<file path="src/rtl/output_interface_pkg.sv">
// Shared constants and types for the nibble readout path that drives the board LEDs.
package output_interface_pkg;

   localparam int INP_DATA_LEN = 1076;
   localparam int OUT_DATA_LEN = INP_DATA_LEN;
   localparam int NIBBLE_W     = 4;
   localparam int OUT_CNT_W    = 9;

   typedef enum logic [1:0] {
      IDLE = 2'd0,
      SHOW = 2'd1,
      DONE = 2'd2
   } state_t;

   function automatic int nib_cnt(input int data_len);
      return data_len / NIBBLE_W;
   endfunction

endpackage

</file>
<file path="src/rtl/output_interface_if.sv">
// Result hand-off from the core's result register to the LED readout block.
interface output_interface_if
   import output_interface_pkg::*;
#(
   parameter int DATA_LEN = OUT_DATA_LEN,
   parameter int CNT_W    = OUT_CNT_W
) ();

   // result_valid is a level with no ready: the consumer captures on its 0->1
   // transition, and result_data/result_len must be stable while it is high.
   logic                result_valid;
   logic [DATA_LEN-1:0] result_data;
   logic [CNT_W-1:0]    result_len;

   modport master (
      output result_valid,
      output result_data,
      output result_len
   );

   modport slave (
      input result_valid,
      input result_data,
      input result_len
   );

endinterface

</file>
<file path="src/rtl/output_interface_rise_detect.sv">
// One-cycle pulse on each 0->1 transition of a level input sampled on clk.
module rise_detect #(
   parameter logic RST_VAL = 1'b0
) (
   input  logic clk,
   input  logic rst_n,
   input  logic level,
   output logic pulse
);

   logic prev;

   // RST_VAL = 1 keeps a level that is already high at reset release from counting as an edge.
   always_ff @(posedge clk or negedge rst_n) begin
      if (!rst_n) begin
         prev <= RST_VAL;
      end else begin
         prev <= level;
      end
   end

   assign pulse = level & ~prev;

endmodule

</file>
<file path="src/rtl/output_interface.sv">
// Latches a core result and steps through it one nibble at a time on the LEDs, MSB nibble first.
module output_interface
   import output_interface_pkg::*;
#(
   parameter int DATA_LEN = OUT_DATA_LEN,
   parameter int CNT_W    = OUT_CNT_W
) (
   input  logic                  clk,
   input  logic                  rst_n,
   input  logic                  rot_event,
   input  logic                  PB1,
   output_interface_if.slave     res,
   output logic [NIBBLE_W-1:0]   leds,
   output logic                  led_valid,
   output logic [CNT_W-1:0]      nib_idx,
   output logic                  busy,
   output logic                  done,
   output state_t                state
);

   localparam int              NIB_CNT   = nib_cnt(DATA_LEN);
   localparam logic [CNT_W-1:0] NIB_CNT_C = CNT_W'(NIB_CNT);

   logic rot_rise;
   logic pb_rise;
   logic valid_rise;

   rise_detect #(.RST_VAL(1'b1)) u_rot_rise (
      .clk   (clk),
      .rst_n (rst_n),
      .level (rot_event),
      .pulse (rot_rise)
   );

   rise_detect #(.RST_VAL(1'b1)) u_pb_rise (
      .clk   (clk),
      .rst_n (rst_n),
      .level (PB1),
      .pulse (pb_rise)
   );

   rise_detect #(.RST_VAL(1'b0)) u_valid_rise (
      .clk   (clk),
      .rst_n (rst_n),
      .level (res.result_valid),
      .pulse (valid_rise)
   );

   logic [DATA_LEN-1:0] buffer;
   logic [CNT_W-1:0]    len;
   logic [CNT_W-1:0]    norm_len;
   logic [CNT_W-1:0]    last_idx;
   logic [CNT_W+1:0]    bit_off;
   logic [NIBBLE_W-1:0] cur_nib;

   // Zero requests the full vector; anything longer than the vector is clipped to it.
   always_comb begin
      norm_len = res.result_len;
      if ((res.result_len == '0) || (res.result_len > NIB_CNT_C)) begin
         norm_len = NIB_CNT_C;
      end
   end

   assign last_idx = len - CNT_W'(1);
   assign bit_off  = {nib_idx, 2'b00};
   assign cur_nib  = buffer[DATA_LEN - 1 - int'(bit_off) -: NIBBLE_W];
   assign busy     = (state == SHOW);

   always_ff @(posedge clk or negedge rst_n) begin
      if (!rst_n) begin
         state     <= IDLE;
         leds      <= '0;
         led_valid <= 1'b0;
         nib_idx   <= '0;
         done      <= 1'b0;
         buffer    <= '0;
         len       <= '0;
      end else begin
         case (state)
            IDLE: begin
               if (valid_rise) begin
                  buffer  <= res.result_data;
                  len     <= norm_len;
                  nib_idx <= '0;
                  state   <= SHOW;
               end
            end

            SHOW: begin
               // The displayed nibble trails nib_idx by one cycle.
               leds      <= cur_nib;
               led_valid <= 1'b1;
               if (pb_rise) begin
                  nib_idx <= '0;
               end else if (rot_rise) begin
                  if (nib_idx == last_idx) begin
                     state     <= DONE;
                     done      <= 1'b1;
                     led_valid <= 1'b0;
                     leds      <= '0;
                  end else begin
                     nib_idx <= nib_idx + CNT_W'(1);
                  end
               end
            end

            DONE: begin
               if (valid_rise) begin
                  buffer  <= res.result_data;
                  len     <= norm_len;
                  nib_idx <= '0;
                  done    <= 1'b0;
                  state   <= SHOW;
               end else if (pb_rise) begin
                  nib_idx <= '0;
                  done    <= 1'b0;
                  state   <= SHOW;
               end
            end

            default: begin
               state <= IDLE;
            end
         endcase
      end
   end

endmodule

</file>
<file path="src/flat_wrapper.sv">
// flat-port wrapper written by rule: the top's interface ports become plain ports
module output_interface_flat import output_interface_pkg::*;
#(
   parameter int DATA_LEN = OUT_DATA_LEN,
   parameter int CNT_W    = OUT_CNT_W
)
  (clk, rst_n, rot_event, PB1, leds, led_valid, nib_idx, busy, done, state, res_result_valid, res_result_data, res_result_len);
  output_interface_if #(.DATA_LEN(DATA_LEN), .CNT_W(CNT_W)) res_i ();
  input  logic clk;
  input  logic rst_n;
  input  logic rot_event;
  input  logic PB1;
  output logic [NIBBLE_W-1:0] leds;
  output logic led_valid;
  output logic [CNT_W-1:0] nib_idx;
  output logic busy;
  output logic done;
  output state_t state;
  input wire logic [$bits(res_i.result_valid)-1:0] res_result_valid;
  input wire logic [$bits(res_i.result_data)-1:0] res_result_data;
  input wire logic [$bits(res_i.result_len)-1:0] res_result_len;
  assign res_i.result_valid = res_result_valid;
  assign res_i.result_data = res_result_data;
  assign res_i.result_len = res_result_len;
  output_interface #(.DATA_LEN(DATA_LEN), .CNT_W(CNT_W)) u_core (.clk(clk), .rst_n(rst_n), .rot_event(rot_event), .PB1(PB1), .res(res_i), .leds(leds), .led_valid(led_valid), .nib_idx(nib_idx), .busy(busy), .done(done), .state(state));
endmodule
</file>
<file path="config.mk">
export PLATFORM = sky130hd
export DESIGN_NAME = output_interface_flat
export DESIGN_NICKNAME = d
export VERILOG_FILES = /design/src/rtl/output_interface_pkg.sv /design/src/rtl/output_interface_if.sv /design/src/rtl/output_interface_rise_detect.sv /design/src/rtl/output_interface.sv /design/src/flat_wrapper.sv
export SDC_FILE = /design/constraint.sdc
export NUM_CORES = 2
export LEC_CHECK = 0
export CAP_MARGIN = 20
export CELL_PAD_IN_SITES_DETAIL_PLACEMENT = 0
export CELL_PAD_IN_SITES_GLOBAL_PLACEMENT = 2
export CORE_AREA = 2 2 434 436
export DETAILED_ROUTE_END_ITERATION = 10
export DIE_AREA = 0 0 436 438
export PLACE_DENSITY_LB_ADDON = 0.1
export SLEW_MARGIN = 20
export SYNTH_ARGS = -nofsm -noshare
export SYNTH_HDL_FRONTEND = slang
export SYNTH_SLANG_ARGS = --single-unit
export TNS_END_PERCENT = 1
</file>
<file path="constraint.sdc">
create_clock -name clk -period 10.9 [get_ports clk]
set_input_delay 1.09 -clock clk [delete_from_list [all_inputs] [get_ports clk]]
set_output_delay 1.09 -clock clk [all_outputs]
set_load 0.02 [all_outputs]
</file>
==> flow_summary.ini <==
[status]
outcome = complete, no violations

[timing]
tns_ps = 0
whs_ps = 242
fmax_ghz = 0.167
fin_worst_skew_ps = 23.3
finalMaxSlewViolations = 0
hold_viol = 0
worstMarginPinSlew_ps = 1110
period_share = 0.551
slew_headroom = 0.240
setup_viol = 0
period_minus_slack_ps = 6000
rsz0062_at_grt = no

[route]
vias = 42300
ant_nets = 0
avgRoutedWirePerCell_um = 25.4
drc_errors = 0
drt_iter0_drc = 3083
dr.pass1.iters = 7
vias_per_cell = 4.68
routed_wl_um = 230000

[yosys]
avgSynthCellArea_um2 = 9.32
yosys.area.top_type = dfrtp_1
syn_area_um2 = 50700
ys_seq_elements = 1105
ys_seq_area_frac = 0.545
syn_inst = 5443
synthArstFlopShare = 1.00
yosysWarnings = 0
synth_cell_types = 72
synth.top_cell.area_share = 0.544
yosys-top-cells-area = dfrtp_1 (54%), nand2_1 (25%), mux4_2 (13%)
synth.most_common_cell = nand2_1
synth-edff-count = 0
synth_ff_type = dfrtp_1
yosys-top-cells-count = nand2_1 (3383), dfrtp_1 (1103), mux4_2 (300)
mappedNetlistNets = 6536

[worst_setup_path]
crit_arrival_ps = 6630
path_max_fanout = 92
worst_path_dominant_cell_family = buffers and inverters
worstSetupPathType = flip-flop to flip-flop
r2r-end = u_core.leds[3]$_DFFE_PN0P_
cp_slowest_cell = ha_4
cp_num_cells = 10
worst_setup_path_start_kind = flip-flop
critical_path.endpoint_type = flip-flop
critical_path_buf_inv_count = 3
slowest_delay_ps = 900
endpoint = u_core.leds[3]$_DFFE_PN0P_
crit_top_cell = mux4_2
critical_path.startpoint = u_core.nib_idx[0]$_DFFE_PN0P_
path_cells = clkinv_1 -> ha_4 -> buf_4 -> buf_12 -> mux4_2 -> mux4_2 -> nand3_1 -> nand4_1 -> a211oi_1 -> o41ai_1
reg2reg_depth = 10
cp.required_ps = 11530
r2r-start = u_core.nib_idx[0]$_DFFE_PN0P_
r2r_slack_ps = 4900

[global_route]
gr-usage-all-layers = 0.236
grt_max_degree = 211
gr-total-overflow = 0
antenna_found_initial = 95
grt_pass1_wl_um = 325000
grt_pass1_vias = 43900

[clocking]
numCtsBuffers = 140
cts_htree_levels = 4
cts_hold_buf = 0
cts_tree = done
cts-resized-gates = 0
root_buffer = clkbuf_16
worst_skew_pair.late_latency_ps = 790
clock_sinks = 1105
clock_path_buffers = 3
cts_setup_buffers = 0
clkTransAtPathRegs_ps = 60

[floorplanning]
core-area_um2 = 187000
core.rowCount = 159
initial_core_util = 0.272
fp.dieW_um = 436
die_area_um2 = 191000
pin_count = 1108
die_h_um = 438

[finish]
drive_above_1_share = 0.0915
areaGrowthSynthToFinish_pct = 35.6
fillers = 19300
seq_area_um2 = 27700
layout.nets = 7505
multi_input_area_um2 = 21600

[placement]
dp_hpwl_um = 168000
routabilityCongestion = 0.812
port_buffers = 1107

[power_and_ir_drop]
vdd_drop_max_v = 0.000175
power_leakage_nw = 32.6
power_density_nw_per_um2 = 270
p_total_mw = 18.6

[job]
maxCapViolCount = 0

[min_path]
hold_class = primary input to async pin
through the flow:
stage	util	area [um2]	setup WS, ps	cells
after global placement	0.343	64100	4680	8763
after global routing	0.368	68700	4590	9035
final	0.369	68800	4900	9044
after detailed placement	0.344	64100	4630	8764
after floorplan	-	50700	6890	5443
after CTS	0.368	68600	4610	9005
state kept, by name, indices dropped and copies added, names as in the netlist:
| register | flops |
|---|---|
| u_core.buffer | 1076 |
| u_core.len | 9 |
| u_core.nib_idx | 9 |
| u_core.leds | 4 |
| u_core.state | 2 |
| u_core.done | 1 |
| u_core.led_valid | 1 |
| u_core.u_pb_rise.prev | 1 |
| u_core.u_rot_rise.prev | 1 |
| u_core.u_valid_rise.prev | 1 |
final cells by class:
class / instances / share of cell area
inverter: 9 / 0.000491
multi-input combinational: 3986 / 0.314
clock buffer: 218 / 0.0623
clock inverter: 23 / 0.00360
timing repair buffer: 1170 / 0.171
antenna: 38 / 0.00138
tap: 2495 / 0.0454
sequential: 1105 / 0.402
worst register-to-register path: cells and delay by family, from the launching register on:
family / cells / cell delay, ps
AOI/OAI and AO/OA: 2 / 830
adders and majority gates: 1 / 900
buffers and inverters: 3 / 1940
DFF: 1 / 840
muxes: 2 / 1040
and+or+nand+nor: 2 / 300
report_power, final:
group	internal (mW)	switching (mW)	total [mW]
Combinational	3.19	3.52	6.71
Clock	2.78	1.90	4.68
Sequential	5.99	1.19	7.17
Total	12.0	6.60	18.6
cell families after synthesis:
| kind of cell | count (synthesis) | synth area share |
|---|---|---|
| mux | 320 | 0.137 |
| flops | 1105 | 0.545 |
| compound gates | 114 | 0.0153 |
| xor+xnor | 19 | 0.00417 |
| buf+inv | 352 | 0.0305 |
| fa+ha+maj | 3 | 0.000740 |
| simple gates | 3530 | 0.267 |
worst min-delay path by stage:
stage	depth (start not counted)	startpoint	endpoint
floorplan	2	u_core.buffer[1074]$_DFFE_PN0P_	u_core.buffer[1074]$_DFFE_PN0P_
global placement	2	u_core.buffer[9]$_DFFE_PN0P_	u_core.buffer[9]$_DFFE_PN0P_
detailed placement	2	u_core.buffer[1017]$_DFFE_PN0P_	u_core.buffer[1017]$_DFFE_PN0P_
CTS	1	rst_n	u_core.buffer[906]$_DFFE_PN0P_
global route	1	rst_n	u_core.buffer[841]$_DFFE_PN0P_
finish	1	rst_n	u_core.buffer[906]$_DFFE_PN0P_
layer usage:
layer / vias up / wire [um] / global-route usage
met5: - / 132 / 0
met4: 20 / 7600 / 0.0869
met3: 350 / 10400 / 0.0431
met2: 1182 / 117000 / 0.408
met1: 21300 / 95200 / 0.294
li1: 19500 / - / -
placed cells by master (no fill, tap or decap), types with 4 or more instances in the layout:
master / netlist / routed
clkbuf_1: 255 / 37
or3_1: 9 / 9
mux2i_1: 13 / 13
o31ai_1: 4 / 4
inv_1: 8 / 8
o22ai_1: 4 / 4
nand2_1: 3383 / 3383
diode_2: 0 / 38
or4_1: 4 / 4
nor2_1: 22 / 20
nand2b_1: 5 / 5
a21oi_1: 21 / 21
mux4_2: 300 / 300
xnor2_1: 7 / 5
xor2_1: 9 / 8
dfrtp_1: 1103 / 1102
nor2b_1: 7 / 7
clkbuf_16: 0 / 147
nand3_1: 63 / 63
clkbuf_8: 0 / 34
a31oi_1: 16 / 16
clkinv_2: 0 / 10
bufinv_16: 0 / 4
a32oi_1: 4 / 4
buf_12: 0 / 12
o21ai_0: 27 / 27
mux2_2: 7 / 7
inv_6: 0 / 7
and3_1: 9 / 9
nand4_1: 12 / 12
clkdlybuf4s50_1: 0 / 1106
buf_4: 18 / 48
(Power assumes the default switching activity.)
